### config.mk
export PLATFORM = sky130hd
export DESIGN_NAME = matrix_result_reducer
export DESIGN_NICKNAME = d
export VERILOG_FILES = /design/src/rtl/matrix_result_reducer.sv
export SDC_FILE = /design/constraint.sdc
export NUM_CORES = 1
export LEC_CHECK = 0
export CAP_MARGIN = 0
export CORE_UTILIZATION = 55
export CTS_CLUSTER_DIAMETER = 40
export CTS_CLUSTER_SIZE = 30
export DETAILED_ROUTE_END_ITERATION = 8
export GPL_TIMING_DRIVEN = 1
export PLACE_DENSITY = 0.86
export RECOVER_POWER = 25
export SLEW_MARGIN = 20
export SYNTH_ARGS = -nofsm -noshare
export SYNTH_HDL_FRONTEND = slang
export SYNTH_SLANG_ARGS = --single-unit
### constraint.sdc
create_clock -name CLOCK_50 -period 5.44 [get_ports CLOCK_50]
set_clock_uncertainty 0.2 [all_clocks]
set_input_delay 1.088 -clock CLOCK_50 [delete_from_list [all_inputs] [get_ports CLOCK_50]]
set_output_delay 1.088 -clock CLOCK_50 [all_outputs]
set_load 0.01 [all_outputs]
### src/rtl/matrix_result_reducer.sv
// matrix_result_reducer: sums one result matrix streamed over valid/ready,
// counts the cycles spent consuming it, and holds the results for display.
module matrix_result_reducer #(
    parameter int ELEM_W    = 16,
    parameter int SUM_W     = 24,
    parameter int CNT_W     = 24,
    parameter int NUM_ELEMS = 16
) (
    input  logic              CLOCK_50,
    input  logic              reset_n,
    input  logic              start,
    input  logic [ELEM_W-1:0] elem_data,
    input  logic              elem_valid,
    input  logic              elem_last,
    output logic              elem_ready,
    output logic [SUM_W-1:0]  result_sum,
    output logic [CNT_W-1:0]  cycle_count,
    output logic              busy,
    output logic              done,
    output logic              overflow,
    output logic              framing_err
);

    localparam int IDX_W = (NUM_ELEMS > 1) ? $clog2(NUM_ELEMS) : 1;
    localparam logic [IDX_W-1:0] LAST_IDX = IDX_W'(NUM_ELEMS - 1);

    typedef enum logic [1:0] {S_IDLE, S_RUN, S_DONE} state_t;

    state_t            state, state_nxt;
    logic [IDX_W-1:0]  idx;
    logic              accept;
    logic              at_last;
    logic              launch;
    logic [SUM_W:0]    sum_ext;

    // Handshake and control decodes; ready depends on state only.
    assign elem_ready = (state == S_RUN);
    assign busy       = (state == S_RUN);
    assign done       = (state == S_DONE);
    assign accept     = elem_valid && (state == S_RUN);
    assign at_last    = (idx == LAST_IDX);
    assign launch     = start && (state != S_RUN);
    // One extra bit on the adder exposes the carry out of the sum.
    assign sum_ext    = {1'b0, result_sum} + (SUM_W+1)'(elem_data);

    // State register.
    always_ff @(posedge CLOCK_50 or negedge reset_n) begin
        if (!reset_n) state <= S_IDLE;
        else          state <= state_nxt;
    end

    // Next state: run ends on the accept at the final index, never on elem_last.
    always_comb begin
        state_nxt = state;
        case (state)
            S_IDLE:  if (start) state_nxt = S_RUN;
            S_RUN:   if (accept && at_last) state_nxt = S_DONE;
            S_DONE:  if (start) state_nxt = S_RUN;
            default: state_nxt = S_IDLE;
        endcase
    end

    // Accumulator, cycle counter, element index and sticky error flags.
    always_ff @(posedge CLOCK_50 or negedge reset_n) begin
        if (!reset_n) begin
            result_sum  <= '0;
            cycle_count <= '0;
            idx         <= '0;
            overflow    <= 1'b0;
            framing_err <= 1'b0;
        end else if (launch) begin
            result_sum  <= '0;
            cycle_count <= '0;
            idx         <= '0;
            overflow    <= 1'b0;
            framing_err <= 1'b0;
        end else if (state == S_RUN) begin
            if (cycle_count != '1) cycle_count <= cycle_count + 1'b1;
            if (accept) begin
                result_sum <= sum_ext[SUM_W-1:0];
                if (sum_ext[SUM_W])         overflow    <= 1'b1;
                if (elem_last != at_last)   framing_err <= 1'b1;
                idx <= at_last ? '0 : idx + 1'b1;
            end
        end
    end

endmodule

==> impl_metrics.json <==
{
  "outcome": "finished, violations left",
  "violations": "capacitance limit, slew limit",
  "ys_warn_count": 0,
  "clk_path_buf_depth": 2,
  "syn_area_per_cell_sq_um": 8.92,
  "drt_iter0_drc": 254,
  "start_util_pct": 57.3,
  "numPortBuffers": 73,
  "relSlewSlack_pct": -101,
  "slowest_delay_ps": 2120,
  "remaining_drc_errors": 0,
  "layout-drive-gt1-share_pct": 4.00,
  "grt_max_degree": 57,
  "final_util_pct": 71.9,
  "fin_crit_sh_pct": 68.9,
  "ys_seq_elements": 56,
  "p_leak_nw": 1.85,
  "grt.total_usage_pct": 26.4,
  "p_total_mw": 2.11,
  "post_dp_cell_area_sq_um": 4170,
  "p_per_area_nw_per_um2": 495,
  "tns_ps": 0,
  "fmax_mhz": 267,
  "grt_pass1_wl_mm": 13.3,
  "worst_ep_required_time_ps": 5010,
  "core_sq_um": 5920,
  "num_io_pins": 74,
  "cts_setup_buffers": 0,
  "yosysTopAreaCell": "dfrtp_1",
  "netlist_instances": 380,
  "synthesis.area_sq_um": 3390,
  "first_pass_iters": 5,
  "fin_crit_ps": 3750,
  "critPathLaunchType": "input pin",
  "cpLargestDelayFamily": "buffers and inverters",
  "dp_hpwl_mm": 5.91,
  "cap_violations": 1,
  "fin_hold_ws_ps": 306,
  "grt_antenna_before_repair": 0,
  "worstSetupEndpointType": "asynchronous set/reset pin",
  "place_ws_ps": 1660,
  "fp.dieH_microns": 80.5,
  "viasPerCell": 5.95,
  "synth_edf_count": 0,
  "dp_cells": 517,
  "synth.distinct_cells": 47,
  "min_path_type": "reg2reg",
  "synth_top_area_share_pct": 41.3,
  "final_area_sq_um": 4250,
  "rsz0062_at_grt": "no",
  "arrival_ps": 3310,
  "crit_chain": "buf_2, clkbuf_1",
  "rows": 28,
  "synthArstFlopShare_pct": 100,
  "vias": 3122,
  "grt-ovfl-total": 0,
  "hold_buffers": 0,
  "drtAntennaViolNets": 0,
  "layout-area-overhead-vs-synth_pct": 25.5,
  "cts_resized": 0,
  "cp_max_fo": 56,
  "dieArea_sq_um": 6480,
  "fin_ws_ps": 1690,
  "cts-htree-levels": 2,
  "wire_per_inst_microns": 15.4,
  "synthTopCellsByArea": "dfrtp_1 41%, ha_1 6.6%, o21ai_0 5.6%",
  "antenna_cells": 0,
  "cts_root_buf": "clkbuf_8",
  "irDropWorstVdd_uv": 272,
  "clkLatencyLatePin_ps": 320,
  "cts_buffers": 5,
  "gp_congestion": 0.923,
  "synth_fp_nets": 420,
  "crit_path_top_delay_cell": "clkbuf_1",
  "crit_type": "in2async",
  "final_cells": 525,
  "die_w_microns": 80.5,
  "first_global_vias": 2887,
  "clk_transition_reported_paths_ps": 90,
  "setup_viol": 0,
  "path_buf_inv": 2,
  "slew_viol_final": 57,
  "nets": 489,
  "wirelength_mm": 8.07,
  "cts_tree": "built",
  "worst_slew_pin_slew_ps": 3020,
  "ys.flop_type": "dfrtp_1",
  "hold_viol": 0,
  "ys_seq_area_share_pct": 41.3,
  "clock-sinks": 56
}
==> worst reg2reg max path: cells and delay by family (launching register included) <==
family                     cells  cell delay [ps]
adders and majority gates      2              570
AOI/OAI and AO/OA              4             1040
DFF                            1              390
and+or+nand+nor                2              270
buffers and inverters          1               60
==> flip-flops by register name, summed over array words and instances (netlist names) <==
register     cells
cycle_count     24
framing_err      1
idx              4
overflow         1
result_sum      24
state            2
==> routing by layer <==
metal  vias to the layer above  share of wire [%]  GRT usage [%]
li1                       1491                  -              -
met1                      1501                 43           34.6
met2                       110                 49           43.6
met3                        20                5.5           4.66
met4                         0                2.4           9.46
met5                         -                  0              0
==> report_power, final <==
group | leakage, nW | switching, mW | internal [mW] | total, mW
Combinational | 1.08 | 0.616 | 0.548 | 1.16
Sequential | 0.724 | 0.154 | 0.555 | 0.708
Clock | 0.0445 | 0.144 | 0.0919 | 0.235
==> cells in the final DEF, fill, tap and decap left out, types with 7 or more instances in the layout <==
master,count
ha_1,18
clkdlybuf4s50_1,72
or3_1,7
nand2_1,43
inv_1,10
nand4_1,10
xor2_1,16
a21oi_1,27
nor2_1,33
xnor2_1,14
o21ai_0,38
nand3_1,23
nor3_1,7
and3_1,7
dfrtp_1,56
==> synthesized netlist by cell type, drive strengths merged (10+ instances only) <==
| cell type | number |
|---|---|
| nand2 | 43 |
| nand4 | 11 |
| ha | 18 |
| clkbuf | 11 |
| a21oi | 27 |
| xor2 | 16 |
| dfrtp | 56 |
| xnor2 | 14 |
| nor2 | 36 |
| o21ai | 38 |
| nand3 | 24 |
| inv | 10 |
==> final timing paths <==
| check | startpoint | end | slack [ps] | cells past startpoint |
|---|---|---|---|---|
| max | reset_n | result_sum[2] | 1690 | 2 |
| min | framing_err | framing_err | 310 | 1 |
| max reg2reg | result_sum[0] | result_sum[14] | 2820 | 9 |
| min reg2reg | framing_err | framing_err | 310 | 1 |
| max in group CLOCK_50 | elem_data[0] | result_sum[14] | 1980 | 10 |
| min in group asynchronous | reset_n | cycle_count[8] | 1650 | 2 |
==> final cells by class <==
class	instances	area (sq um)
clock buffer	5	68.8
clock inverter	3	21.3
sequential	56	1400
fill	468	1670
timing repair buffer	75	737
multi-input combinational	301	1890
tap	75	93.8
inverter	10	37.5
==> cells by family after synthesis <==
group | Yosys count | share of synthesized area [%]
multiplexers | 4 | 1.18
buffers and inverters | 23 | 2.88
adder cells (fa/ha/maj) | 19 | 7.23
XOR/XNOR | 30 | 7.75
AO/OA/AOI/OAI | 100 | 17.6
flip-flops | 56 | 41.3
AND/OR/NAND/NOR | 148 | 22.0
Note: power is estimated with default switching activity, not from simulation.
